===== src/rtl/config_chain_loader_if.sv =====
// Word stream into the configuration chain loader: valid/ready handshake
// carrying one bitstream word per transfer.
interface config_chain_loader_if #(
    parameter int WORD_WIDTH = 8
);
    logic [WORD_WIDTH-1:0] in_data;
    logic                  in_valid;
    logic                  in_ready;

    modport master (
        output in_data,
        output in_valid,
        input  in_ready
    );

    modport slave (
        input  in_data,
        input  in_valid,
        output in_ready
    );
endinterface


===== src/rtl/config_chain_loader.sv =====
// Serialises bitstream words LSB-first onto a fabric configuration chain and
// stops after exactly CHAIN_LENGTH bits. Define CONFIG_CHAIN_LOADER_CRC_EN to add
// a CRC-16-CCITT of the shifted bits on output crc.
module config_chain_loader #(
    parameter int WORD_WIDTH   = 8,
    parameter int CHAIN_LENGTH = 1000,
    parameter int COUNT_WIDTH  = 16,
    parameter int CLEAR_CYCLES = 2
) (
    input  logic                   clock,
    input  logic                   reset,
    input  logic                   start,
    config_chain_loader_if.slave   in_s,
    output logic                   cfg_data,
    output logic                   cfg_enable,
    output logic                   cfg_nreset,
    output logic                   busy,
    output logic                   done,
    output logic [COUNT_WIDTH-1:0] bits_loaded
`ifdef CONFIG_CHAIN_LOADER_CRC_EN
    ,
    output logic [15:0]            crc
`endif
);

    localparam int BW = $clog2(WORD_WIDTH + 1);
    localparam int CW = (CLEAR_CYCLES > 1) ? $clog2(CLEAR_CYCLES) : 1;
    localparam logic [COUNT_WIDTH-1:0] CHAIN_LEN_C = COUNT_WIDTH'(CHAIN_LENGTH);
    localparam logic [CW-1:0]          CLEAR_LAST  = CW'(CLEAR_CYCLES - 1);

    typedef enum logic [2:0] {
        IDLE  = 3'd0,
        CLEAR = 3'd1,
        LOAD  = 3'd2,
        SHIFT = 3'd3,
        DONE  = 3'd4
    } state_t;

    state_t                 state_q, state_d;
    logic                   in_ready_q, in_ready_d;
    logic                   cfg_data_q, cfg_data_d;
    logic                   cfg_enable_q, cfg_enable_d;
    logic                   cfg_nreset_q, cfg_nreset_d;
    logic                   busy_q, busy_d;
    logic                   done_q, done_d;
    logic [COUNT_WIDTH-1:0] bits_q, bits_d;
    logic [WORD_WIDTH-1:0]  shreg_q, shreg_d;
    logic [BW-1:0]          rem_q, rem_d;
    logic [CW-1:0]          clr_q, clr_d;

    // Bits to take from the next word: a full word, or whatever remains of the chain.
    function automatic logic [BW-1:0] word_bits(input logic [COUNT_WIDTH-1:0] loaded);
        logic [COUNT_WIDTH-1:0] left;
        left = CHAIN_LEN_C - loaded;
        if (left >= COUNT_WIDTH'(WORD_WIDTH)) begin
            return BW'(WORD_WIDTH);
        end
        return BW'(left);
    endfunction

    always_ff @(posedge clock) begin
        if (reset) begin
            state_q      <= IDLE;
            in_ready_q   <= 1'b0;
            cfg_data_q   <= 1'b0;
            cfg_enable_q <= 1'b0;
            cfg_nreset_q <= 1'b1;
            busy_q       <= 1'b0;
            done_q       <= 1'b0;
            bits_q       <= '0;
            shreg_q      <= '0;
            rem_q        <= '0;
            clr_q        <= '0;
        end else begin
            state_q      <= state_d;
            in_ready_q   <= in_ready_d;
            cfg_data_q   <= cfg_data_d;
            cfg_enable_q <= cfg_enable_d;
            cfg_nreset_q <= cfg_nreset_d;
            busy_q       <= busy_d;
            done_q       <= done_d;
            bits_q       <= bits_d;
            shreg_q      <= shreg_d;
            rem_q        <= rem_d;
            clr_q        <= clr_d;
        end
    end

    // Outputs are registered, so each branch sets the values for the cycle it enters.
    always_comb begin
        state_d      = state_q;
        in_ready_d   = in_ready_q;
        cfg_data_d   = 1'b0;
        cfg_enable_d = 1'b0;
        cfg_nreset_d = cfg_nreset_q;
        busy_d       = busy_q;
        done_d       = done_q;
        bits_d       = cfg_enable_q ? bits_q + COUNT_WIDTH'(1) : bits_q;
        shreg_d      = shreg_q;
        rem_d        = rem_q;
        clr_d        = clr_q;

        case (state_q)
            IDLE, DONE: begin
                in_ready_d = 1'b0;
                busy_d     = 1'b0;
                if (start) begin
                    state_d      = CLEAR;
                    cfg_nreset_d = 1'b0;
                    busy_d       = 1'b1;
                    done_d       = 1'b0;
                    bits_d       = '0;
                    clr_d        = '0;
                    rem_d        = '0;
                end
            end

            CLEAR: begin
                if (clr_q == CLEAR_LAST) begin
                    state_d      = LOAD;
                    cfg_nreset_d = 1'b1;
                    in_ready_d   = 1'b1;
                end else begin
                    clr_d = clr_q + CW'(1);
                end
            end

            LOAD: begin
                if (in_s.in_valid && in_ready_q) begin
                    state_d      = SHIFT;
                    in_ready_d   = 1'b0;
                    cfg_enable_d = 1'b1;
                    cfg_data_d   = in_s.in_data[0];
                    shreg_d      = in_s.in_data >> 1;
                    rem_d        = word_bits(bits_q) - BW'(1);
                end
            end

            SHIFT: begin
                if (rem_q != '0) begin
                    cfg_enable_d = 1'b1;
                    cfg_data_d   = shreg_q[0];
                    shreg_d      = shreg_q >> 1;
                    rem_d        = rem_q - BW'(1);
                end else if (bits_q + COUNT_WIDTH'(1) == CHAIN_LEN_C) begin
                    state_d = DONE;
                    busy_d  = 1'b0;
                    done_d  = 1'b1;
                    shreg_d = '0;
                end else begin
                    state_d    = LOAD;
                    in_ready_d = 1'b1;
                end
            end

            default: begin
                state_d      = IDLE;
                in_ready_d   = 1'b0;
                cfg_nreset_d = 1'b1;
                busy_d       = 1'b0;
            end
        endcase
    end

`ifdef CONFIG_CHAIN_LOADER_CRC_EN
    logic [15:0] crc_q, crc_d;
    logic        crc_fb;
    logic        enter_clear;

    assign enter_clear = start && ((state_q == IDLE) || (state_q == DONE));
    assign crc_fb      = crc_q[15] ^ cfg_data_q;

    // Bit-serial CCITT update on exactly the bits the chain sees.
    always_comb begin
        crc_d = crc_q;
        if (enter_clear) begin
            crc_d = 16'hFFFF;
        end else if (cfg_enable_q) begin
            crc_d = {crc_q[14:0], 1'b0} ^ (crc_fb ? 16'h1021 : 16'h0000);
        end
    end

    always_ff @(posedge clock) begin
        if (reset) begin
            crc_q <= 16'hFFFF;
        end else begin
            crc_q <= crc_d;
        end
    end

    assign crc = crc_q;
`endif

    assign in_s.in_ready = in_ready_q;
    assign cfg_data      = cfg_data_q;
    assign cfg_enable    = cfg_enable_q;
    assign cfg_nreset    = cfg_nreset_q;
    assign busy          = busy_q;
    assign done          = done_q;
    assign bits_loaded   = bits_q;

endmodule

===== src/flat_wrapper.sv =====
// flat-port wrapper written by rule: the top's interface ports become plain ports
module config_chain_loader_flat 
#(
    parameter int WORD_WIDTH   = 8,
    parameter int CHAIN_LENGTH = 1000,
    parameter int COUNT_WIDTH  = 16,
    parameter int CLEAR_CYCLES = 2
)
  (clock, reset, start, cfg_data, cfg_enable, cfg_nreset, busy, done, bits_loaded, in_s_in_data, in_s_in_valid, in_s_in_ready);
  config_chain_loader_if #(.WORD_WIDTH(WORD_WIDTH)) in_s_i ();
  input  logic clock;
  input  logic reset;
  input  logic start;
  output logic cfg_data;
  output logic cfg_enable;
  output logic cfg_nreset;
  output logic busy;
  output logic done;
  output logic [COUNT_WIDTH-1:0] bits_loaded;
  input wire logic [$bits(in_s_i.in_data)-1:0] in_s_in_data;
  input wire logic [$bits(in_s_i.in_valid)-1:0] in_s_in_valid;
  output wire logic [$bits(in_s_i.in_ready)-1:0] in_s_in_ready;
  assign in_s_i.in_data = in_s_in_data;
  assign in_s_i.in_valid = in_s_in_valid;
  assign in_s_in_ready = in_s_i.in_ready;
  config_chain_loader #(.WORD_WIDTH(WORD_WIDTH), .CHAIN_LENGTH(CHAIN_LENGTH), .COUNT_WIDTH(COUNT_WIDTH), .CLEAR_CYCLES(CLEAR_CYCLES)) u_core (.clock(clock), .reset(reset), .start(start), .in_s(in_s_i), .cfg_data(cfg_data), .cfg_enable(cfg_enable), .cfg_nreset(cfg_nreset), .busy(busy), .done(done), .bits_loaded(bits_loaded));
endmodule

===== config.mk =====
export PLATFORM = sky130hd
export DESIGN_NAME = config_chain_loader_flat
export DESIGN_NICKNAME = d
export VERILOG_FILES = /design/src/rtl/config_chain_loader_if.sv /design/src/rtl/config_chain_loader.sv /design/src/flat_wrapper.sv
export SDC_FILE = /design/constraint.sdc
export NUM_CORES = 1
export LEC_CHECK = 0
export CORE_MARGIN = 8
export CORE_UTILIZATION = 54
export DETAILED_ROUTE_END_ITERATION = 7
export HOLD_SLACK_MARGIN = 0.05
export PLACE_DENSITY = 0.77
export RECOVER_POWER = 100
export SLEW_MARGIN = 5
export SYNTH_ARGS = -nofsm -noshare
export SYNTH_HDL_FRONTEND = slang
export SYNTH_SLANG_ARGS = --single-unit

===== constraint.sdc =====
create_clock -name clock -period 3.1 [get_ports clock]
set_clock_uncertainty 0.2 [all_clocks]
set_input_delay 0.93 -clock clock [delete_from_list [all_inputs] [get_ports clock]]
set_output_delay 0.93 -clock clock [all_outputs]
set_load 0.02 [all_outputs]

* Word-level counts from Yosys, hierarchy flattened *
Index checks and enable logic that the tools add are counted.

storage, ports and cells
  bits in registers = 38
  logic and storage cells = 96
  output and inout bits = 22
  input bits = 12

operators by class
  equal/unequal tests = 13
  reductions and logical operators = 18
  bitwise logic cells = 2
  order comparisons = 1
  muxes and demuxes = 46
  add/sub/neg operators = 5

operator list
  cell                                                                     count
  16-bit two-way mux                                                       3
  4-bit two-way mux                                                        7
  8-bit two-way mux                                                        3
  1-bit two-way mux                                                        18
  16-bit by 1-bit adder with 16-bit output, second input constant          1
  16-bit by 10-bit == test with 1-bit output, second input constant        1
  16-bit by 4-bit >= comparator with 1-bit output, second input constant   1
  8-bit case mux with 2 select lines                                       1
  4-bit AND reduction                                                      4
  10-bit by 16-bit subtractor with 16-bit output, first input constant     1
  3-bit two-way mux                                                        5
  3-bit case mux with 4 select lines                                       1
  4-bit case mux with 3 select lines                                       1
  1-bit case mux with 3 select lines                                       3
  3-bit AND reduction                                                      3
  2-bit by 1-bit inequality test with 1-bit output, second input constant  4
  1-bit case mux with 2 select lines                                       4
  4-bit by 1-bit subtractor with 4-bit output, second input constant       2
  3-bit by 2-bit == test with 1-bit output, second input constant          2
  2-bit inequality test, second input constant                             3
  2-bit nonzero test                                                       3
  2-bit OR reduction                                                       3
  4-bit nonzero test                                                       1
  3-bit by 1-bit == test with 1-bit output, second input constant          1
  other kinds (8)                                                          9

* Logic depth before layout (Yosys ltp) *
  depth in word-level cells = 11
  mapped depth = 10
  gate-level depth less buffers = 9

* Worst setup path before layout *
Ideal clock, no wire load.

  path kind = flip-flop to flip-flop
  from = register u_core.bits_q[11] (netlist: u_core.bits_loaded[11])
  to = register u_core.rem_q[1]
  path slack = 0.446 ns
  data required time = 2.783 ns
  stages on the path, launching flop included = 8
  period minus slack after synthesis = 2.654 ns
  data arrival time = 2.337 ns
  cells stage by stage = dfxtp_1 -> buf_6 -> or4_4 -> or4_1 -> a2111oi_1 -> and3_1 -> nand2_1 -> a32o_1

on the way
  longest elaborated chain between the ends = 11

RTL lines
  what                                             RTL line                    text
  start: declaration                               config_chain_loader.sv:46   logic [COUNT_WIDTH-1:0] bits_q, bits_d;
  start signal: assignment                         config_chain_loader.sv:82   bits_q <= bits_d;
  10-bit by 16-bit subtractor with 16-bit output   config_chain_loader.sv:54   left = CHAIN_LEN_C - loaded;
  16-bit by 4-bit >= comparator with 1-bit output  config_chain_loader.sv:55   if (left >= COUNT_WIDTH'(WORD_WIDTH)) begin
  1-bit two-way mux                                config_chain_loader.sv:55
  1-bit two-way mux                                config_chain_loader.sv:129  if (in_s.in_valid && in_ready_q) begin
  1-bit two-way mux                                config_chain_loader.sv:103  case (state_q)
  4-bit two-way mux                                config_chain_loader.sv:58   return BW'(left);
  4-bit two-way mux                                config_chain_loader.sv:129
  4-bit two-way mux                                config_chain_loader.sv:103
  4-bit by 1-bit subtractor with 4-bit output      config_chain_loader.sv:135  rem_d = word_bits(bits_q) - BW'(1);
  4-bit two-way mux                                config_chain_loader.sv:129
  4-bit case mux with 3 select lines               config_chain_loader.sv:103
  end signal: assignment                           config_chain_loader.sv:84   rem_q <= rem_d;
  end: declaration                                 config_chain_loader.sv:48   logic [BW-1:0] rem_q, rem_d;

No other way between the ends. The select of a mux whose other input is x is not followed.
A chain may end at the register's enable or synchronous reset.

* Final worst setup path *
  from = register u_core.bits_q[0] (netlist: u_core.bits_loaded[0])
  to = output port bits_loaded[0]

RTL lines
  what              RTL line            text
  end: declaration  flat_wrapper.sv:19  output logic [COUNT_WIDTH-1:0] bits_loaded;

No word-level cell between the ends.

==> results by group <==
Power
  – Static power due to leakage: 1.11 nW
  – Max VDD drop: 0.236 mV
  – P_sw: ~0.00023 W
  – Clock share of power: 0.364
  – Power density normalized to cell area: approximately 340 mW/mm2
  – Sequential Power Share: 0.525
  – Switching portion of total power: 0.248
  – Internal power component: 0.000707 W
  – Portion of total power attributed to combinational logic: 0.111

Timing
  – Sum Neg Setup Slack: 0 ns
  – Post-route minimum period: 2.89 ns
  – Fmax achieved: between 300 and 400 MHz
  – Max transition margin: 0.501
  – Hold violation count in the final report: 0
  – Unrepaired setup endpoints after global routing: false
  – Transition time at the pin with the least slew margin: around 0.75 ns
  – Final worst-path setup slack: 0.205 ns
  – Portion of the clock cycle consumed by the worst path in the final layout: 0.934
  – Final setup fails: 0
  – Max-slew violation count: 0

Critical path
  – Type of element launching the critical path: flop
  – Depth of the worst register-to-register path: 8
  – Crit-path cells: clkbuf_1 -> dlygate4sd3_1
  – Maximum fanout encountered on the critical timing path: 8
  – Worst R2R Start: u_core.bits_loaded[0]
  – Cell family contributing the most delay on the critical path: buffers and inverters
  – Combined buffer and inverter count along the critical path: 2
  – Data required time at the worst endpoint: 1.97 ns
  – Register-to-register setup slack: roughly 0.32 ns
  – Slowest cell on crit path: sky130_fd_sc_hd__dlygate4sd3_1
  – Arrival time at the worst endpoint: 1.76 ns
  – Stage delay of the slowest cell on the critical path: 0.72 ns
  – Nature of the critical path endpoint: output port
  – Crit Reg-Reg Endpoint: u_core.done
  – Setup CP Type: flop to output port

Drt
  – Number of detailed-routing iterations run before antenna repair: 4
  – Routed length per instance: about 15 um
  – Number of DRC markers after the initial detailed-route iteration: about 170
  – Vias per inst: 5.92
  – Count of unresolved DRC violations after routing: 0
  – Final WL: 5780 um
  – Antenna violation net count after detailed routing: 0
  – Total vias in the final route: approximately 2300

Synthesis
  – Synthesis warning total: 0
  – Synth unique cells: between 50 and 60
  – Primary FF master, synth: sky130_fd_sc_hd__dfxtp_1
  – Count of state elements after synthesis: 37
  – Mean Syn Cell Area: 7.49 um2
  – Count of flip-flops with a built-in enable after synthesis: 0
  – Share of the yosys chip area belonging to registers: 0.327
  – Area of the mapped netlist: 0.00226 mm2
  – Gate Count Post-Synth: between 300 and 400
  – Fraction of registers with async set/reset: 0
  – Synthesized Nets: approximately 320

Global route
  – Antenna violations before repair: 0
  – Wire length of the first global-routing pass: 9810 um
  – Overall overflow remaining after global route: 0
  – Maximum number of pins on one net before global-route repair: 17
  – Via count of the first global-routing pass: 2186
  – Tot GR Track Use: 0.183

Layout
  – Net total in the final layout: 356
  – Antenna diode instance count: 0
  – Growth of design area from synthesis to finish: 22.8%
  – Fillers: 374
  – Layout cells sized above 1: 0.106

Clock tree
  – Clock-pin slew on the worst setup and hold paths: about 0.07 ns
  – Maximum root-to-sink buffer count: 2
  – # clock sinks: 37
  – Number of buffers created by CTS: 5
  – Clk_lat worst skew: 0.29 ns
  – Count of hold buffers inserted by post-cts repair: 0
  – # H-tree levels: 2
  – Total setup buffers inserted after CTS: 0
  – Clock tree from TritonCTS: done
  – PostCTS Resize Cnt: 0
  – CTS Root Cell: sky130_fd_sc_hd__clkbuf_8

Place
  – Routability-driven placement congestion ratio: around 0.89
  – Worst setup slack after placement: 0.278 ns
  – Detail Placement HPWL: ~4200 um
  – PortBufs: 33

Worst hold path
  – Endpoint of the worst hold path: u_core.shreg_q[6]
  – Number of stages on the worst hold path: 2
  – Min-delay src: u_core.shreg_q[6]
  – Path class of the lowest-slack min-delay path: flop to flop

Floorplanning
  – Vertical die dimension: 80.7 um
  – Die outline area: 0.00652 mm2
  – Number of standard-cell rows in the floorplan: 23
  – Starting Density: 0.562
  – Placeable core region: 0.00403 mm2
  – Number of top-level pins: 34
  – Die W: 80.7 um

Run
  – Max capacitance violation total: 0

Run status
  – Outcome: finished, final reports clean
sequential cells by signal (all words and copies together) (netlist names):
register              flops
u_core.bits_loaded       16
u_core.busy               1
u_core.cfg_data           1
u_core.cfg_enable         1
u_core.cfg_nreset         1
u_core.clr_q              1
u_core.done               1
u_core.in_s.in_ready      1
u_core.rem_q              4
u_core.shreg_q            7
u_core.state_q            3
worst max path at each step:
stage | from | endpoint | slack [ns] | cells after the start
final | u_core.bits_loaded[0] | bits_loaded[0] | 0.21 | 2
after global routing | u_core.bits_loaded[4] | u_core.rem_q[1] | 0.08 | 7
after CTS | u_core.bits_loaded[4] | u_core.rem_q[1] | 0.34 | 7
after detailed placement | in_s_in_valid | u_core.rem_q[2] | 0.28 | 7
after global placement | in_s_in_valid | u_core.rem_q[2] | 0.35 | 7
after floorplan | u_core.bits_loaded[11] | u_core.rem_q[1] | 0.45 | 7
final cells by class:
type                       count  area [um2]  area share
inverter                       9        33.8      0.0122
sequential                    37         741       0.267
clock buffer                   7        86.3      0.0311
timing repair buffer          51         458       0.165
multi-input combinational    237        1400       0.503
tap                           50        62.6      0.0225
cells in the mapped netlist (4+ instances only):
master | number | area, um2
sky130_fd_sc_hd__nor2_1 | 28 | 105
sky130_fd_sc_hd__o21ai_0 | 20 | 100
sky130_fd_sc_hd__nand4_1 | 7 | 43.8
sky130_fd_sc_hd__nand3_1 | 20 | 100
sky130_fd_sc_hd__and2_1 | 4 | 25.0
sky130_fd_sc_hd__a31oi_1 | 6 | 37.5
sky130_fd_sc_hd__xor2_1 | 12 | 105
sky130_fd_sc_hd__nand2_1 | 41 | 154
sky130_fd_sc_hd__o22ai_1 | 4 | 25.0
sky130_fd_sc_hd__nor3_1 | 5 | 25.0
sky130_fd_sc_hd__o221a_2 | 6 | 67.6
sky130_fd_sc_hd__dfxtp_1 | 37 | 741
sky130_fd_sc_hd__a21oi_1 | 18 | 90.1
sky130_fd_sc_hd__and3_1 | 8 | 50.1
sky130_fd_sc_hd__inv_1 | 9 | 33.8
sky130_fd_sc_hd__nand2b_1 | 6 | 37.5
sky130_fd_sc_hd__or3_1 | 6 | 37.5
sky130_fd_sc_hd__clkbuf_1 | 13 | 48.8
cells in the final DEF (no fill, tap or decap), drive strengths merged, types with 8 or more instances in the layout:
master | Yosys | layout
a21oi | 18 | 18
and3 | 8 | 8
buf | 5 | 16
clkbuf | 14 | 9
clkdlybuf4s50 | 0 | 9
dfxtp | 37 | 37
dlygate4sd3 | 0 | 24
inv | 9 | 9
nand2 | 41 | 41
nand3 | 20 | 20
nor2 | 28 | 28
o21ai | 22 | 22
xor2 | 12 | 12
through the flow:
stage / std cells / power [W] / instance area [um2] / hold WS (ns) / utilization
after floorplan: 302 / 0.000566 / 2260 / 0.236 / -
after global placement: 384 / 0.000608 / 2700 / 0.252 / 0.670
after detailed placement: 384 / 0.000611 / 2700 / 0.265 / 0.670
after CTS: 391 / 0.000950 / 2790 / 0.278 / 0.692
after global routing: 391 / 0.000983 / 2780 / 0.301 / 0.690
final: 391 / 0.000940 / 2780 / 0.269 / 0.690
cells by family after synthesis:
| family | share of synthesized area |
|---|---|
| AO/OA/AOI/OAI | 0.219 |
| buffers and inverters | 0.0553 |
| XOR/XNOR | 0.0580 |
| multiplexers | 0.00442 |
| AND/OR/NAND/NOR | 0.319 |
| flip-flops | 0.327 |
| adder cells (fa/ha/maj) | 0.0166 |
power groups by stage:
stage                     combinational, W  sequential (W)  clock, W
after floorplan                  0.0000601        0.000506         0
after global placement            0.000105        0.000504         0
after detailed placement          0.000106        0.000504         0
after CTS                         0.000107        0.000493  0.000350
after global routing              0.000117        0.000494  0.000372
final                             0.000104        0.000493  0.000342
layer usage:
layer / vias to the layer above / global-route usage / routed length [um]
li1: 1156 / - / -
met1: 1084 / 0.241 / 2770
met2: 70 / 0.289 / 2590
met3: 4 / 0.0464 / 364
met4: 0 / 0.0518 / 57
met5: - / 0 / 0
worst min-delay path: cells and delay by family (launching register included):
| kind | cells | cell delay, ns |
|---|---|---|
| AO/OA/AOI/OAI | 1 | 0.06 |
| flip-flops | 1 | 0.31 |
| AND/OR/NAND/NOR | 1 | 0.05 |
(Power assumes the default switching activity.)
